`src/rtl/bf_program_loader.sv`:
```
// bf_program_loader: filters a character stream down to the eight Brainfuck
// opcodes and writes them, followed by a 0x00 terminator, into the program
// memory using its active-low WE/CLR strobes.
// Optional feature macro: BF_LOADER_BRACKET_CHECK_EN (bracket balance check).
module bf_program_loader #(
    parameter logic [15:0] BASE_ADDR = 16'h0000,
    parameter int unsigned MAX_LEN   = 256
) (
    input  logic        i_clk,
    input  logic        Reset,
    input  logic        i_start,
    input  logic [7:0]  i_in_data,
    input  logic        i_in_valid,
    output logic        o_in_ready,
    output logic [15:0] o_mem_addr,
    output logic [7:0]  o_mem_wdata,
    output logic        o_mem_drive,
    output logic        o_mem_oe_n,
    output logic        o_mem_we_n,
    output logic        o_mem_clr_n,
    output logic        o_busy,
    output logic        o_done,
    output logic        o_error,
    output logic [15:0] o_prog_len
);

    localparam logic [3:0] StIdle       = 4'd0;
    localparam logic [3:0] StClear      = 4'd1;
    localparam logic [3:0] StAccept     = 4'd2;
    localparam logic [3:0] StSetup      = 4'd3;
    localparam logic [3:0] StStrobe     = 4'd4;
    localparam logic [3:0] StHold       = 4'd5;
    localparam logic [3:0] StTermSetup  = 4'd6;
    localparam logic [3:0] StTermStrobe = 4'd7;
    localparam logic [3:0] StTermHold   = 4'd8;
    localparam logic [3:0] StDone       = 4'd9;
    localparam logic [3:0] StError      = 4'd10;

    // Highest opcode count that still leaves room for the terminator.
    localparam logic [15:0] LastLen = 16'(MAX_LEN - 1);

    logic [3:0]  r_state;
    logic [3:0]  w_state_d;
    logic [15:0] r_prog_len;
    logic [15:0] w_prog_len_d;
    logic [7:0]  r_wdata;
    logic [7:0]  w_wdata_d;

    logic w_is_op;
    logic w_is_term;
    logic w_full;
    logic w_brk_err;

    // Classify the incoming byte.
    always_comb begin
        w_is_term = (i_in_data == 8'h00) || (i_in_data == 8'h21);
        w_is_op   = 1'b0;
        case (i_in_data)
            8'h2B, 8'h2D, 8'h3C, 8'h3E, 8'h5B, 8'h5D, 8'h2E, 8'h2C: w_is_op = 1'b1;
            default: w_is_op = 1'b0;
        endcase
        w_full = (r_prog_len == LastLen);
    end

`ifdef BF_LOADER_BRACKET_CHECK_EN
    logic [7:0] r_depth;
    logic [7:0] w_depth_d;
    logic       w_is_open;
    logic       w_is_close;

    // Bracket nesting violations for the byte currently offered.
    always_comb begin
        w_is_open  = (i_in_data == 8'h5B);
        w_is_close = (i_in_data == 8'h5D);
        w_brk_err  = (w_is_open && (r_depth == 8'hFF)) ||
                     (w_is_close && (r_depth == 8'h00)) ||
                     (w_is_term && (r_depth != 8'h00));
    end
`else
    // Bracket checking not built.
    always_comb begin
        w_brk_err = 1'b0;
    end
`endif

    // Next-state and datapath update.
    always_comb begin
        w_state_d    = r_state;
        w_prog_len_d = r_prog_len;
        w_wdata_d    = r_wdata;
`ifdef BF_LOADER_BRACKET_CHECK_EN
        w_depth_d    = r_depth;
`endif
        case (r_state)
            StIdle, StDone, StError: begin
                if (i_start) begin
                    // Clear on entry so CLEAR already presents the cleared values.
                    w_state_d    = StClear;
                    w_prog_len_d = 16'd0;
`ifdef BF_LOADER_BRACKET_CHECK_EN
                    w_depth_d    = 8'd0;
`endif
                end
            end
            StClear: w_state_d = StAccept;
            StAccept: begin
                if (i_in_valid) begin
                    if (w_is_term) begin
                        if (w_brk_err) begin
                            w_state_d = StError;
                        end else begin
                            w_state_d = StTermSetup;
                            w_wdata_d = 8'h00;
                        end
                    end else if (w_is_op) begin
                        if (w_full || w_brk_err) begin
                            w_state_d = StError;
                        end else begin
                            w_state_d = StSetup;
                            w_wdata_d = i_in_data;
`ifdef BF_LOADER_BRACKET_CHECK_EN
                            if (w_is_open) begin
                                w_depth_d = r_depth + 8'd1;
                            end else if (w_is_close) begin
                                w_depth_d = r_depth - 8'd1;
                            end
`endif
                        end
                    end
                end
            end
            StSetup:      w_state_d = StStrobe;
            StStrobe:     w_state_d = StHold;
            StHold: begin
                w_state_d    = StAccept;
                w_prog_len_d = r_prog_len + 16'd1;
            end
            StTermSetup:  w_state_d = StTermStrobe;
            StTermStrobe: w_state_d = StTermHold;
            StTermHold:   w_state_d = StDone;
            default:      w_state_d = StIdle;
        endcase
    end

    // State registers with synchronous active-low reset.
    always_ff @(posedge i_clk) begin
        if (!Reset) begin
            r_state    <= StIdle;
            r_prog_len <= 16'd0;
            r_wdata    <= 8'h00;
`ifdef BF_LOADER_BRACKET_CHECK_EN
            r_depth    <= 8'd0;
`endif
        end else begin
            r_state    <= w_state_d;
            r_prog_len <= w_prog_len_d;
            r_wdata    <= w_wdata_d;
`ifdef BF_LOADER_BRACKET_CHECK_EN
            r_depth    <= w_depth_d;
`endif
        end
    end

    // Outputs decoded from registered state only, so strobes are glitch-free.
    always_comb begin
        o_in_ready  = (r_state == StAccept);
        o_mem_addr  = BASE_ADDR + r_prog_len;
        o_mem_wdata = r_wdata;
        o_mem_drive = (r_state == StSetup) || (r_state == StStrobe) || (r_state == StHold) ||
                      (r_state == StTermSetup) || (r_state == StTermStrobe) ||
                      (r_state == StTermHold);
        o_mem_oe_n  = 1'b1;
        o_mem_we_n  = !((r_state == StStrobe) || (r_state == StTermStrobe));
        o_mem_clr_n = (r_state != StClear);
        o_busy      = !((r_state == StIdle) || (r_state == StDone) || (r_state == StError));
        o_done      = (r_state == StDone);
        o_error     = (r_state == StError);
        o_prog_len  = r_prog_len;
    end

endmodule
```
`config.mk`:
```
export PLATFORM = sky130hd
export DESIGN_NAME = bf_program_loader
export DESIGN_NICKNAME = d
export VERILOG_FILES = /design/src/rtl/bf_program_loader.sv
export SDC_FILE = /design/constraint.sdc
export NUM_CORES = 1
export LEC_CHECK = 0
export BUFFER_PORTS_ARGS = -buffer_cell sky130_fd_sc_hd__buf_2
export CORE_MARGIN = 1
export CORE_UTILIZATION = 45
export CTS_CLUSTER_SIZE = 10
export DETAILED_ROUTE_END_ITERATION = 10
export PLACE_DENSITY = 0.75
export SLEW_MARGIN = 20
export SYNTH_ARGS = -nofsm -noshare
export SYNTH_HDL_FRONTEND = slang
export SYNTH_SLANG_ARGS = --single-unit
```
`constraint.sdc`:
```
create_clock -name i_clk -period 1.8 [get_ports i_clk]
set_input_delay 0.09 -clock i_clk [delete_from_list [all_inputs] [get_ports i_clk]]
set_output_delay 0.09 -clock i_clk [all_outputs]
set_load 0.01 [all_outputs]
```
==> qor.yml <==
routing:
  drt_wl_total_um: 3927
  vias: 1699
  drtIter0Drc: 92
  antenna_left: 0
  met2_length_um: 1885
  wl_met3_um: 196
  drc: 0
  routed_via_density: 5.343
  drtPass1Iterations: 4
  routedWlPerCell_um: 12.35
  top_layer: "met4"
  met1Wirelength_um: 1816
synthesis:
  syn_inst: 214
  yosys_warnings: 0
  netlist_area_um2: 1688
  synth_top_area_share_pct: 33.21
  synth_top_area_cell: "dfxtp_1"
  yosysSeqAreaShare_pct: 33.21
  synth_cell_types: 46
  synth_fp_nets: 227
  synthTopCellsByArea: "dfxtp_1, buf_4, o21ai_0, nand3_1, nand2_1"
  syn_area_per_cell_um2: 7.887
  synth_seq_cells: 28
floorplan:
  die_w_um: 63.25
  coreArea_um2: 3468
  start_util_pct: 48.67
  chipHeight_um: 63.25
  die-area_um2: 4000
  io_pins: 60
  core.rowCount: 21
global_route:
  grt_max_degree: 36
  antenna_found_initial: 0
  overflow: 0
  grt_pass1_wl_um: 6203
  grt.total_usage_pct: 19.05
  grt_pass1_vias: 1383
final_layout:
  final_util_pct: 61.65
  drive_above_1_share_pct: 37.50
  syn2layout_area_growth_pct: 26.69
  nets: 286
  fillerInstances: 348
  antenna_cells: 0
cts:
  cts_max_path_buffers: 2
  cts_sinks: 28
  cts_resized: 0
  clkTransAtPathRegs_ps: 100
  htree_levels: 1
  cts_setup_buffers: 0
  cts_tree: "done"
  cts-buffers-inserted: 3
  hold_buffers: 0
  clkLatencyLatePin_ps: 280
  clk_root_buffer_cell: "clkbuf_8"
timing:
  hold_violations: 0
  setup_tns_ps: 0
  drv_slew: 0
  rsz0062_at_grt: "true"
  timing.fmax_mhz: 598.9
  max_slew.worst_pin.slew_ps: 565.7
  period_needed_ps: 1670
  finalCritPeriodShare_pct: 92.76
  fin_worst_skew_ps: 3.917
  slew_headroom_pct: 62.29
  setup_viol: 0
  timing.hold.ws_ps: 70.38
setup_path:
  timing.rr.start: "o_prog_len[1]"
  cp-start-kind: "flop"
  reg2reg_to: "o_prog_len[14]"
  critical_path.max_fanout: 5
  endpoint: "o_prog_len[14]"
  required_ps: 2020
  ff2ff_setup_slack_ps: 130
  startpoint: "o_prog_len[1]"
  crit_path_end_kind: "flop"
  cp.arrival_ps: 1890
  critPathKind: "flop to flop"
  r2r_cells: 7
power_and_ir_drop:
  power_density_nw_per_um2: 937.6
  ir_worst_vdd_v: 0.0006181
  p_leak_uw: 0.0009707
  power_uw: 2005
placed_design:
  dp_hpwl_um: 2784
  io_buffer_count: 58
  gp_congestion: 0.8745
status:
  status: "finished, final reports clean"
min_path:
  worstHoldStart: "i_in_data[3]"
  hp-class: "input port to flop"
run:
  drv_cap: 0
## layout by cell type (no fill, tap or decap), types with 3 or more instances in the layout
| master | netlist | layout |
|---|---|---|
| buf_4 | 18 | 24 |
| a21oi_1 | 11 | 11 |
| nand4b_1 | 3 | 3 |
| and2_1 | 4 | 4 |
| nand2_1 | 20 | 20 |
| a21boi_0 | 3 | 3 |
| nor2b_1 | 3 | 3 |
| nand2b_1 | 6 | 6 |
| clkbuf_8 | 0 | 3 |
| nand4_1 | 3 | 3 |
| nor3_1 | 4 | 3 |
| nand3_1 | 18 | 18 |
| nor2_1 | 17 | 17 |
| buf_2 | 0 | 58 |
| mux2i_1 | 4 | 4 |
| dfxtp_1 | 28 | 26 |
| o21ai_0 | 19 | 19 |
| and3_1 | 4 | 4 |
## registers in the layout, summed over array words and instances (netlist names)
| signal | cells |
|---|---|
| r_state | 4 |
| o_mem_wdata | 8 |
| o_prog_len | 16 |
## synth_stat cells (all sizes together)
master and instances:
dfxtp 28, o21ai 21, nand2 20, buf 18, nand3 18, nor2 18, a21oi 12, clkbuf 10
nand2b 6, a21boi 4, and2 4, and3 4, mux2i 4, nor3 4, a31oi 3, and4 3
nand4 3, nand4b 3, nor2b 3, nor3b 3, nor4 3, nand3b 2, or4 2, xnor2 2
xor2 2, a2111oi 1, a211o 1, a31o 1, and4b 1, and4bb 1, conb 1, ha 1
inv 1, nand4bb 1, o31ai 1, o32ai 1, or2 1, or3 1, or3b 1
## logic make-up after synthesis
| kind of cell | Yosys count | share of synthesized area (%) |
|---|---|---|
| and+or+nand+nor | 102 | 34.84 |
| AOI/OAI and AO/OA | 45 | 16.09 |
| buffers and inverters | 29 | 10.45 |
| DFF | 28 | 33.21 |
| xor gates and xnor gates | 4 | 2.076 |
| muxes | 4 | 2.372 |
| adders and majority gates | 1 | 0.7412 |
| other | 1 | 0.2222 |
## through the flow
| stage | instance area, um2 | worst slack, ps | cells |
|---|---|---|---|
| 2_1_floorplan | 1688 | 66.04 | 214 |
| 4_1_cts | 2115 | 36.37 | 318 |
| 5_1_grt | 2138 | -22.77 | 318 |
| 3_3_place_gp | 2043 | 27.67 | 314 |
| 3_5_place_dp | 2043 | -26.07 | 314 |
| 6_report | 2138 | 130.4 | 318 |
## report_power, final
group / leakage (uW) / switching (uW) / total (uW) / internal [uW]
clock network: 0.0000357 / 200 / 498 / 298
logic: 0.000708 / 459 / 822 / 363
registers: 0.000227 / 31.7 / 685 / 653
## critical path, stage by stage (launching register included)
cell and delay (ps):
dfxtp_4 370, ha_2 200, and4_1 240, buf_4 140, and4_2 260, and4_1 190
o21ai_0 70, a21oi_1 140
## metal layers
metal  GRT usage (%)  up-vias
li1                -      864
met1           24.64      774
met2           32.66       57
met3           2.899        4
met4           5.114        0
met5               0        -
## cell type report
type	count	area (um2)	area share [%]
Clock buffer	3	41.29	1.931
Clock inverter	1	30.03	1.404
Inverter	1	3.754	0.1755
Multi-Input combinational cell	157	969.7	45.35
Sequential cell	28	565.5	26.45
Tap cell	46	57.56	2.692
Timing Repair Buffer	82	470.5	22.00
## how the worst min path moves through the flow
stage                           endpoint  cells past startpoint
final                     o_mem_wdata[3]                      3
after global routing      o_mem_wdata[1]                      3
after CTS                 o_mem_wdata[1]                      3
after detailed placement  o_mem_wdata[1]                      3
after global placement    o_mem_wdata[1]                      3
after floorplan           o_mem_wdata[1]                      2
Power figures use the tool's default switching activity.
